## src/rtl/fetch_queue_pkg.sv

```systemverilog
// ----------------------------------------------------------------------------
// fetch_queue_pkg
//   Core-wide defines shared by the fetch front end: the canonical NOP
//   encoding (addi x0,x0,0), the default reset PC and the default
//   address / instruction widths.
// ----------------------------------------------------------------------------
package fetch_queue_pkg;

   localparam int unsigned FQ_ADDR_W   = 32;
   localparam int unsigned FQ_INST_W   = 32;
   localparam int unsigned FQ_DEPTH    = 4;
   localparam logic [31:0] FQ_RESET_PC = 32'h0000_0000;
   localparam logic [31:0] FQ_INST_NOP = 32'h0000_0013;

endpackage : fetch_queue_pkg

```

## src/rtl/fetch_queue_chk.sv

```systemverilog
// ----------------------------------------------------------------------------
// fetch_queue_chk
//   Invariant checker for the fetch queue: occupancy never exceeds DEPTH.
// Ports
//   clk    in   1       clock, rising edge
//   rst    in   1       asynchronous active-high reset
//   count  in   CNT_W   queue occupancy
// ----------------------------------------------------------------------------
module fetch_queue_chk #(
   parameter int unsigned DEPTH = 4,
   parameter int unsigned CNT_W = 3
) (
   input logic             clk,
   input logic             rst,
   input logic [CNT_W-1:0] count
);

   // Occupancy bound guaranteed by the issue credit rule.
   a_count_le_depth : assert property (
      @(posedge clk) disable iff (rst) (int'(count) <= int'(DEPTH))
   );

endmodule : fetch_queue_chk

```

## src/rtl/fetch_queue_sync_fifo.sv

```systemverilog
// ----------------------------------------------------------------------------
// sync_fifo
//   Single-clock show-ahead FIFO. The head entry is always presented on
//   rdata straight from registered storage, so a pop simply advances the
//   read pointer. flush empties the FIFO and wins over push and pop.
//   Push and pop in the same cycle are legal at any occupancy, including
//   full: the slot being overwritten is the one being popped.
// Ports
//   clk    in   1       clock, rising edge
//   rst    in   1       asynchronous active-high reset
//   push   in   1       write wdata at the tail
//   pop    in   1       discard the head entry
//   flush  in   1       empty the FIFO (overrides push/pop)
//   wdata  in   WIDTH   tail write data
//   rdata  out  WIDTH   head entry (stale content when empty)
//   count  out  CNT_W   entries held
// ----------------------------------------------------------------------------
module sync_fifo #(
   parameter int unsigned WIDTH = 8,
   parameter int unsigned DEPTH = 4,
   localparam int unsigned PTR_W = $clog2(DEPTH),
   localparam int unsigned CNT_W = $clog2(DEPTH + 1)
) (
   input  logic             clk,
   input  logic             rst,
   input  logic             push,
   input  logic             pop,
   input  logic             flush,
   input  logic [WIDTH-1:0] wdata,
   output logic [WIDTH-1:0] rdata,
   output logic [CNT_W-1:0] count
);

   logic [WIDTH-1:0] mem_q [DEPTH];
   logic [WIDTH-1:0] mem_d [DEPTH];
   logic [PTR_W-1:0] wr_ptr_q, wr_ptr_d;
   logic [PTR_W-1:0] rd_ptr_q, rd_ptr_d;
   logic [CNT_W-1:0] count_q, count_d;

   // Next-state computation for pointers, occupancy and storage.
   always_comb begin
      mem_d    = mem_q;
      wr_ptr_d = wr_ptr_q;
      rd_ptr_d = rd_ptr_q;
      count_d  = count_q;
      if (flush) begin
         wr_ptr_d = {PTR_W{1'b0}};
         rd_ptr_d = {PTR_W{1'b0}};
         count_d  = {CNT_W{1'b0}};
      end else begin
         if (push) begin
            mem_d[wr_ptr_q] = wdata;
            wr_ptr_d        = wr_ptr_q + PTR_W'(1'b1);
         end else begin
            wr_ptr_d = wr_ptr_q;
         end
         if (pop) begin
            rd_ptr_d = rd_ptr_q + PTR_W'(1'b1);
         end else begin
            rd_ptr_d = rd_ptr_q;
         end
         case ({push, pop})
            2'b10:   count_d = count_q + CNT_W'(1'b1);
            2'b01:   count_d = count_q - CNT_W'(1'b1);
            default: count_d = count_q;
         endcase
      end
   end

   // State registers; storage is cleared on reset so the head is never X.
   always_ff @(posedge clk or posedge rst) begin
      if (rst) begin
         for (int i = 0; i < int'(DEPTH); i++) begin
            mem_q[i] <= {WIDTH{1'b0}};
         end
         wr_ptr_q <= {PTR_W{1'b0}};
         rd_ptr_q <= {PTR_W{1'b0}};
         count_q  <= {CNT_W{1'b0}};
      end else begin
         mem_q    <= mem_d;
         wr_ptr_q <= wr_ptr_d;
         rd_ptr_q <= rd_ptr_d;
         count_q  <= count_d;
      end
   end

   assign rdata = mem_q[rd_ptr_q];
   assign count = count_q;

endmodule : sync_fifo

```

## src/rtl/fetch_queue.sv

```systemverilog
// ----------------------------------------------------------------------------
// fetch_queue
//   Instruction-fetch front end: PC register, ROM read issue and a
//   DEPTH-entry prefetch queue whose head feeds decode. The ROM keeps being
//   read while decode holds, as long as there is credit for the returning
//   word (queued entries + the one in flight < DEPTH, or a pop frees a slot
//   this cycle). A redirect flushes the queue and drops any in-flight data.
// Ports
//   sys_clk    in   1        clock, rising edge
//   sys_rst    in   1        asynchronous active-high reset
//   jump_en    in   1        redirect request
//   jump_addr  in   ADDR_W   redirect target
//   hold_en    in   1        decode stall, head is not popped
//   rom_ren    out  1        ROM read strobe (combinational)
//   rom_addr   out  ADDR_W   ROM read address = pc (combinational)
//   rom_data   in   INST_W   ROM data, one cycle after rom_ren
//   inst_valid out  1        head valid
//   inst       out  INST_W   head instruction, NOP when empty
//   inst_addr  out  ADDR_W   head instruction address, 0 when empty
//   count      out  CNT_W    entries held
// ----------------------------------------------------------------------------
module fetch_queue
   import fetch_queue_pkg::*;
#(
   parameter int unsigned        ADDR_W   = FQ_ADDR_W,
   parameter int unsigned        INST_W   = FQ_INST_W,
   parameter int unsigned        DEPTH    = FQ_DEPTH,
   parameter logic [ADDR_W-1:0]  RESET_PC = ADDR_W'(FQ_RESET_PC),
   localparam int unsigned       CNT_W    = $clog2(DEPTH + 1)
) (
   input  logic              sys_clk,
   input  logic              sys_rst,
   input  logic              jump_en,
   input  logic [ADDR_W-1:0] jump_addr,
   input  logic              hold_en,
   output logic              rom_ren,
   output logic [ADDR_W-1:0] rom_addr,
   input  logic [INST_W-1:0] rom_data,
   output logic              inst_valid,
   output logic [INST_W-1:0] inst,
   output logic [ADDR_W-1:0] inst_addr,
   output logic [CNT_W-1:0]  count
);

   localparam int unsigned       ENT_W    = ADDR_W + INST_W;
   localparam logic [ADDR_W-1:0] PC_STEP  = ADDR_W'(INST_W / 8);
   localparam logic [INST_W-1:0] NOP_INST = INST_W'(FQ_INST_NOP);
   localparam logic [CNT_W:0]    DEPTH_C  = (CNT_W + 1)'(DEPTH);

   logic [ADDR_W-1:0] pc_q, pc_d;
   logic              inflight_q, inflight_d;
   logic [ADDR_W-1:0] inflight_addr_q, inflight_addr_d;

   logic [CNT_W-1:0]  fifo_count_s;
   logic [ENT_W-1:0]  head_s;
   logic [CNT_W:0]    credit_s;
   logic              head_valid_s;
   logic              pop_s;
   logic              push_s;
   logic              issue_s;

   // Handshake decode: redirect suppresses pop, push and issue.
   always_comb begin
      head_valid_s = (fifo_count_s != {CNT_W{1'b0}});
      credit_s     = {1'b0, fifo_count_s} + {{CNT_W{1'b0}}, inflight_q};
      pop_s        = head_valid_s & ~hold_en & ~jump_en;
      push_s       = inflight_q & ~jump_en;
      issue_s      = ~jump_en & ((credit_s < DEPTH_C) | pop_s);
   end

   // PC and in-flight tracking next state.
   always_comb begin
      pc_d            = pc_q;
      inflight_d      = 1'b0;
      inflight_addr_d = inflight_addr_q;
      if (jump_en) begin
         pc_d       = jump_addr;
         inflight_d = 1'b0;
      end else if (issue_s) begin
         // PC wraps naturally modulo 2^ADDR_W.
         pc_d            = pc_q + PC_STEP;
         inflight_d      = 1'b1;
         inflight_addr_d = pc_q;
      end else begin
         inflight_d = 1'b0;
      end
   end

   // PC / in-flight registers.
   always_ff @(posedge sys_clk or posedge sys_rst) begin
      if (sys_rst) begin
         pc_q            <= RESET_PC;
         inflight_q      <= 1'b0;
         inflight_addr_q <= {ADDR_W{1'b0}};
      end else begin
         pc_q            <= pc_d;
         inflight_q      <= inflight_d;
         inflight_addr_q <= inflight_addr_d;
      end
   end

   sync_fifo #(
      .WIDTH (ENT_W),
      .DEPTH (DEPTH)
   ) u_fifo (
      .clk   (sys_clk),
      .rst   (sys_rst),
      .push  (push_s),
      .pop   (pop_s),
      .flush (jump_en),
      .wdata ({inflight_addr_q, rom_data}),
      .rdata (head_s),
      .count (fifo_count_s)
   );

   fetch_queue_chk #(
      .DEPTH (DEPTH),
      .CNT_W (CNT_W)
   ) u_chk (
      .clk   (sys_clk),
      .rst   (sys_rst),
      .count (fifo_count_s)
   );

   // Output muxing: ROM strobe is forced low during reset, head shows NOP/0 when empty.
   always_comb begin
      rom_ren    = issue_s & ~sys_rst;
      rom_addr   = pc_q;
      inst_valid = head_valid_s;
      count      = fifo_count_s;
      if (head_valid_s) begin
         inst      = head_s[INST_W-1:0];
         inst_addr = head_s[ENT_W-1:INST_W];
      end else begin
         inst      = NOP_INST;
         inst_addr = {ADDR_W{1'b0}};
      end
   end

endmodule : fetch_queue
```

## config.mk

```make
export PLATFORM = sky130hd
export DESIGN_NAME = fetch_queue
export DESIGN_NICKNAME = d
export VERILOG_FILES = /design/src/rtl/fetch_queue_pkg.sv /design/src/rtl/fetch_queue_chk.sv /design/src/rtl/fetch_queue_sync_fifo.sv /design/src/rtl/fetch_queue.sv
export SDC_FILE = /design/constraint.sdc
export NUM_CORES = 1
export LEC_CHECK = 0
export BUFFER_PORTS_ARGS = -buffer_cell sky130_fd_sc_hd__clkbuf_2
export CAP_MARGIN = 10
export CORE_ASPECT_RATIO = 2
export CORE_MARGIN = 3
export CORE_UTILIZATION = 50
export CTS_CLUSTER_SIZE = 14
export DETAILED_ROUTE_END_ITERATION = 7
export GPL_TIMING_DRIVEN = 0
export HOLD_SLACK_MARGIN = 0.1
export PLACE_DENSITY = 0.82
export SYNTH_ARGS = -nofsm -noshare
export SYNTH_HDL_FRONTEND = slang
export SYNTH_SLANG_ARGS = --single-unit
```

## constraint.sdc

```tcl
create_clock -name sys_clk -period 8.4 [get_ports sys_clk]
set_input_delay 0 -clock sys_clk [delete_from_list [all_inputs] [get_ports sys_clk]]
set_output_delay 0 -clock sys_clk [all_outputs]
set_load 0.01 [all_outputs]
```

; Word level (Yosys, flattened, before mapping)
; Cells that the tools add are included.
[classes]
mux = 18
addsub = 6
n_reduce_logical = 8
eq_ne = 2
bitwise_logic = 11
n_lt_le_gt_ge = 4
[ops]
columns = op, n
row1 = bitwise mux 256 bit, 1
row2 = 2-to-1 mux 64 bit, 3
row3 = binary-select mux 64 bit (select 2 bit), 1
row4 = demux 64 bit (select 2 bit), 1
row5 = 2-to-1 mux 32 bit, 4
row6 = adder 32 x 3 -> 32 bit (second input constant), 1
row7 = 2-to-1 mux 2 bit, 4
row8 = >= comparator 3 bit (second input constant), 2
row9 = NOT 2 -> 3 bit, 2
row10 = case mux 3 bit (2 select lines), 1
row11 = nonzero test 2 bit, 3
row12 = nonzero test 3 bit, 2
row13 = bitwise AND 1 bit, 5
row14 = adder 2 x 1 -> 2 bit (second input constant), 2
row15 = adder 3 x 1 -> 4 bit, 1
row16 = < comparator 4 x 3 -> 1 bit (second input constant), 1
row17 = AND reduction 2 bit, 2
row18 = adder 3 x 1 -> 3 bit (second input constant), 1
row19 = < comparator 3 x 1 -> 1 bit (second input constant), 1
row20 = 2-to-1 mux 3 bit, 1
row21 = NOT 1 bit, 3
row22 = subtractor 3 x 1 -> 3 bit (second input constant), 1
row23 = == test 2 x 1 -> 1 bit (second input constant), 1
row24 = == test 2 bit (second input constant), 1
row25 = other kinds (3), 4
[word_totals]
wordCells = 59
in_bits = 68
out_inout_bits = 101
register_bits = 328

; Logic depth before layout (Yosys ltp)
[logic_depth]
ltp_word = 7
mapped_depth = 7
mapped_depth_nobuf = 6

; Hierarchy
; Synthesis repeated with hierarchy kept, for this count alone.
[unflattened]
cells_unflattened = 1024
hier_area_um2 = 16116.7
[modules_own_cells]
columns = module, n_inst, cells_per_inst, area_each_um2, seq_area_each_um2
row1 = sync_fifo, 1, 657, 12497.0, 6581.3
row2 = fetch_queue, 1, 367, 3619.7, 1626.6

; Least setup slack after synthesis
; OpenSTA, ideal clock, no wires.
[synth_path]
path_kind = reg2reg
startpoint = register u_fifo.count_q[0], in the netlist u_fifo.count[0]
endpoint = register u_fifo.count_q[2], in the netlist u_fifo.count[2]
setup_slack_ns = 6.069
arrival_ns = 2.206
required_time_ns = 8.275
setup_time_ns = 0.125
period_less_slack_ns = 2.331
stages_incl_launch_ff = 8
n_path_buf = 1
cell_sequence = dfrtp_1 > nor3_1 > or3_1 > clkbuf_1 > nor2_1 > fa_1 > mux2i_1 > mux2_2
[synth_between]
elab_chain_cells = 6
word_cells_on_any_way = 10
classes_between = add/sub (2) / eq/ne (2) / mux (2) / bitwise (2) / reduce/logical (2)
[synth_lines]
columns = item, line_no
row1 = "start, declared", fetch_queue_sync_fifo.sv:38  ; logic [CNT_W-1:0] count_q, count_d;
row2 = "start signal, assigned", fetch_queue_sync_fifo.sv:78  ; count_q <= {CNT_W{1'b0}};
row3 = "start signal, assigned", fetch_queue_sync_fifo.sv:83  ; count_q <= count_d;
row4 = nonzero test 3 bit, fetch_queue.sv:64  ; head_valid_s = (fifo_count_s != {CNT_W{1'b0}});
row5 = bitwise AND 1 bit (2 in series), fetch_queue.sv:66  ; pop_s = head_valid_s & ~hold_en & ~jump_en;
row6 = == test 2 x 1 -> 1 bit or == test 2 bit (tied branches), fetch_queue_sync_fifo.sv:62  ; case ({push, pop})
row7 = case mux 3 bit (2 select lines), fetch_queue_sync_fifo.sv:62
row8 = 2-to-1 mux 3 bit, fetch_queue_sync_fifo.sv:46  ; if (flush) begin
; Parallel ways exist; a longest one is shown, timed or not.
; A chain may end at the register's enable or synchronous reset.

; Worst setup path in the final report
[layout_path]
startpoint = register u_fifo.count_q[0], in the netlist u_fifo.count[0]
endpoint = output inst_addr[19]
[layout_between]
elab_chain_cells = 2
[layout_lines]
columns = item, line_no
row1 = nonzero test 3 bit, fetch_queue.sv:64
row2 = 2-to-1 mux 32 bit, fetch_queue.sv:131  ; if (head_valid_s) begin
row3 = "end, declared", fetch_queue.sv:41  ; output logic [ADDR_W-1:0] inst_addr,
; No other way between the ends.

==> results.md <==
- Status: finished clean
- Slowest-stage cell, CP: sky130_fd_sc_hd__nor3_1
- Global-route usage over all layers: between 20% and 30%
- Fraction of the yosys area taken by sequential cells: a little over half
- Cell taking the most area after synthesis: sky130_fd_sc_hd__dfrtp_1
- Total Wirelength: roughly 36000 um
- Clock root buffer: sky130_fd_sc_hd__clkbuf_16
- Time the final worst path needs with I/O delays and setup: between 3 and 4 ns
- Via/cell ratio: between 5 and 6
- Number of synthesized register bits: 328
- Portion of the clock cycle consumed by the worst path in the final layout: 38.20%
- Category of the critical setup timing path: register to output pin
- Initial DRC Count: 602
- Highest cell delay on the worst timing path: 0.87 ns
- Distinct cell type count after synthesis: 45
- Startpoint kind of the worst setup timing path: register
- Final Max Tran Viols: 0
- Yosys warning count: 0
- Inserted Diodes: 0
- Setup slack of the worst register-to-register path: around 5.5 ns
- Ratio of total power to cell area: a little over 300 nW/um2
- Num ports: ~170
- Number of buffer and inverter instances along the worst setup path: 3
- Detailed-route wire length per cell: 21.62 um
- Maximum vdd ir drop: ~0.2 mV
- Switching Fraction: a little under a third
- Area of the placeable core: between 20000 and 30000 um2
- Sequential group share of total power: between 40 and 50%
- Width of the chip: between 100 and 150 um
- Via count of the first global-routing pass: about 11000
- Overall overflow remaining after global route: 0
- MaxCap Viol Count: 0
- Setup Total Neg Slack: 0 ns
- Dominant cells by area after synthesis: sky130_fd_sc_hd__dfrtp_1 (55%), sky130_fd_sc_hd__mux2_2 (22%), sky130_fd_sc_hd__mux4_2 (9.7%)
- Worst hold slack: 0.2108 ns
- Internal Dissipation: 3.899 mW
- Net switching power: between 1.5 and 2 mW
- DRC violations left: 0
- Worst endpoint data arrival time: about 3.2 ns
- Fraction of power consumed by the clock network: 22.7%
- Total of fill cells in the finished design: between 2000 and 2500
- P_leak: 7.923 nW
- CP top delay family: simple AND/OR/NAND/NOR gates
- Final clock skew: 0.01201 ns
- Synthesized area: 14930 um2
- Post-Syn Area per Cell: between 10 and 15 um2
- Most common cell after layout, fill and taps aside: sky130_fd_sc_hd__dfrtp_1
- CTS Buf Count: 29
- Final estimated routing congestion in global placement: 0.8794
- Largest net degree at the start of global routing: 45
- First-pass detailed-route iteration total: 4
- Bufs on Longest Clock Path: 3
- Net count of the mapped netlist: approximately 1100
- Number of nets still failing antenna checks after routing: 0
- Flip-flop and latch area: 8208 um2
- Reg clk slew, reported paths: roughly 0.06 ns
- Relative contribution of combinational cells to total power: a little under a third
- Area enclosed by the die boundary: 32100 um2
- Antenna violations before repair: 0
- Post-Syn Instances: 1023
- Number of setup violations in the final report: 0
- Highest-count cells in the layout ignoring fill and taps: sky130_fd_sc_hd__dfrtp_1 (328), sky130_fd_sc_hd__mux2_2 (293), sky130_fd_sc_hd__clkbuf_2 (169)
- Htree depth: 1
- HPWL Detailed: ~26000 um
- TritonCTS Sinks: approximately 330
- Crit path required time: approximately 8.4 ns
- Starting Density: 51.17%
- Maximum clock frequency: around 310 MHz
- Share of final-layout standard cells stronger than drive strength 1: 45.39%
- Post-route core utilization: approximately three fifths
- Global-route wire length before repair: 58620 um
- Clock latency on the worst-skew pair: approximately 0.55 ns
- Share of the synthesized area in the top cell type: between 50% and 60%
- Area of the multi-input gates: ~6400 um2
- Final nets: ~1400
- Worst setup EP type: output pin
- Cell chain of the critical path: nor3_1 > inv_1 > clkbuf_1 > and2_1 > clkbuf_2
- Clock tree from TritonCTS: built
- Final Hold Vio Count: 0
- Unrepaired setup endpoints after global routing: false
- Via count: 9766
- Port Buf Inserts: between 150 and 200
- Worst-case headroom to the max-slew limit: approximately 30%
- Measured slew at the worst slew-check pin: 1.043 ns
- Max Fanout on Critical Path: 10
- Area added between synthesis and finish: 20.05%
- Count of standard-cell rows: 88
- Hold Crit Class: input port to register
- Die height: between 200 and 300 um
## Yosys cell counts, drive strengths merged
cell / n
mux2i: 3
xnor2: 4
and3: 5
nor3b: 1
nor4bb: 1
nand4: 10
inv: 7
nor3: 2
or4b: 1
and4: 2
dfrtp: 328
a31oi: 15
a22oi: 3
o31ai: 14
o21ai: 15
and2: 61
or4: 15
ha: 5
nand2: 21
o41ai: 1
xor2: 7
nor4: 1
mux4: 64
clkbuf: 54
nand3: 8
o2111ai: 6
a21bo: 1
nor2b: 6
mux2: 293
o211ai: 8
nand2b: 1
nor2: 22
or3b: 1
buf: 15
or3: 8
a21oi: 5
a21o: 1
o311ai: 1
or2: 6
fa: 1
## worst paths after layout
| path | start | end | cells after the start |
|---|---|---|---|
| max in group asynchronous | sys_rst | u_fifo.mem_q[29]$_DFFE_PP0P_ | 7 |
| max | u_fifo.count[0]$_DFFE_PP0P_ | inst_addr[19] | 5 |
| min reg2reg | u_fifo.mem_q[150]$_DFFE_PP0P_ | u_fifo.mem_q[150]$_DFFE_PP0P_ | 1 |
| min in group asynchronous | sys_rst | rom_addr[27]$_DFFE_PP0P_ | 3 |
| max reg2reg | u_fifo.count[0]$_DFFE_PP0P_ | u_fifo.count[2]$_DFFE_PP0P_ | 7 |
| min | jump_addr[7] | rom_addr[7]$_DFFE_PP0P_ | 4 |
## metal layers
layer	global-route usage, %	vias up	routed length [um]
met5	0	-	0
met4	9.077	0	1325
met3	2.305	73	1463
met2	42.29	307	19990
met1	27.20	5051	13400
li1	-	4335	-
## what timing repair did
| action | 4_1_cts | 5_1_grt |
|---|---|---|
| setup buffers | 0 | 0 |
| hold buffers | 66 | 0 |
| hold endpoints to repair | 199 | 0 |
| resized for setup | 0 | 0 |
## metrics by stage
stage	std cells	worst slack, ns	instance area (um2)	power, mW
after floorplan	1023	4.021	14940	3.702
after global placement	1551	2.389	16230	4.207
after detailed placement	1559	5.401	16390	4.333
after CTS	1673	4.979	17930	5.629
after global routing	1673	4.926	17930	5.888
final	1673	5.191	17930	5.573
## kinds of logic after synthesis
logic type / Yosys count / synth area share [%]
and+or+nand+nor: 172 / 6.679
muxes: 360 / 31.95
adders and majority gates: 6 / 0.5530
xor gates and xnor gates: 11 / 0.6452
buffers and inverters: 76 / 2.061
AOI/OAI and AO/OA: 70 / 3.142
DFF: 328 / 54.97
## worst reg2reg max path: cells and delay by family (launching register included)
kind	cells	cell delay, ns
adder cells (fa/ha/maj)	1	0.40
buffers and inverters	1	0.22
flip-flops	1	0.45
multiplexers	2	0.56
AND/OR/NAND/NOR	3	1.17
## layout make-up
class                      instances  share of cell area (%)
tap                              360                   2.513
timing repair buffer             242                   9.311
multi-input combinational        619                   35.79
sequential                       328                   45.79
clock buffer                      43                   4.565
inverter                           7                  0.1675
buffer                            69                   1.570
clock inverter                     5                  0.2932
## power by group through the flow
stage,Clock [mW],Sequential [mW],Combinational (mW)
after CTS,1.29,2.54,1.79
after global routing,1.35,2.62,1.92
after detailed placement,0,2.57,1.76
final,1.26,2.55,1.76
after global placement,0,2.51,1.70
after floorplan,0,2.44,1.26
## registers in the layout (all words and copies together) (netlist names)
signal and flops:
rom_addr 32, u_fifo.wr_ptr_q 2, u_fifo.rd_ptr_q 2, inflight_q 1, u_fifo.mem_q 256, inflight_addr_q 32
u_fifo.count 3
(Power assumes the default switching activity.)
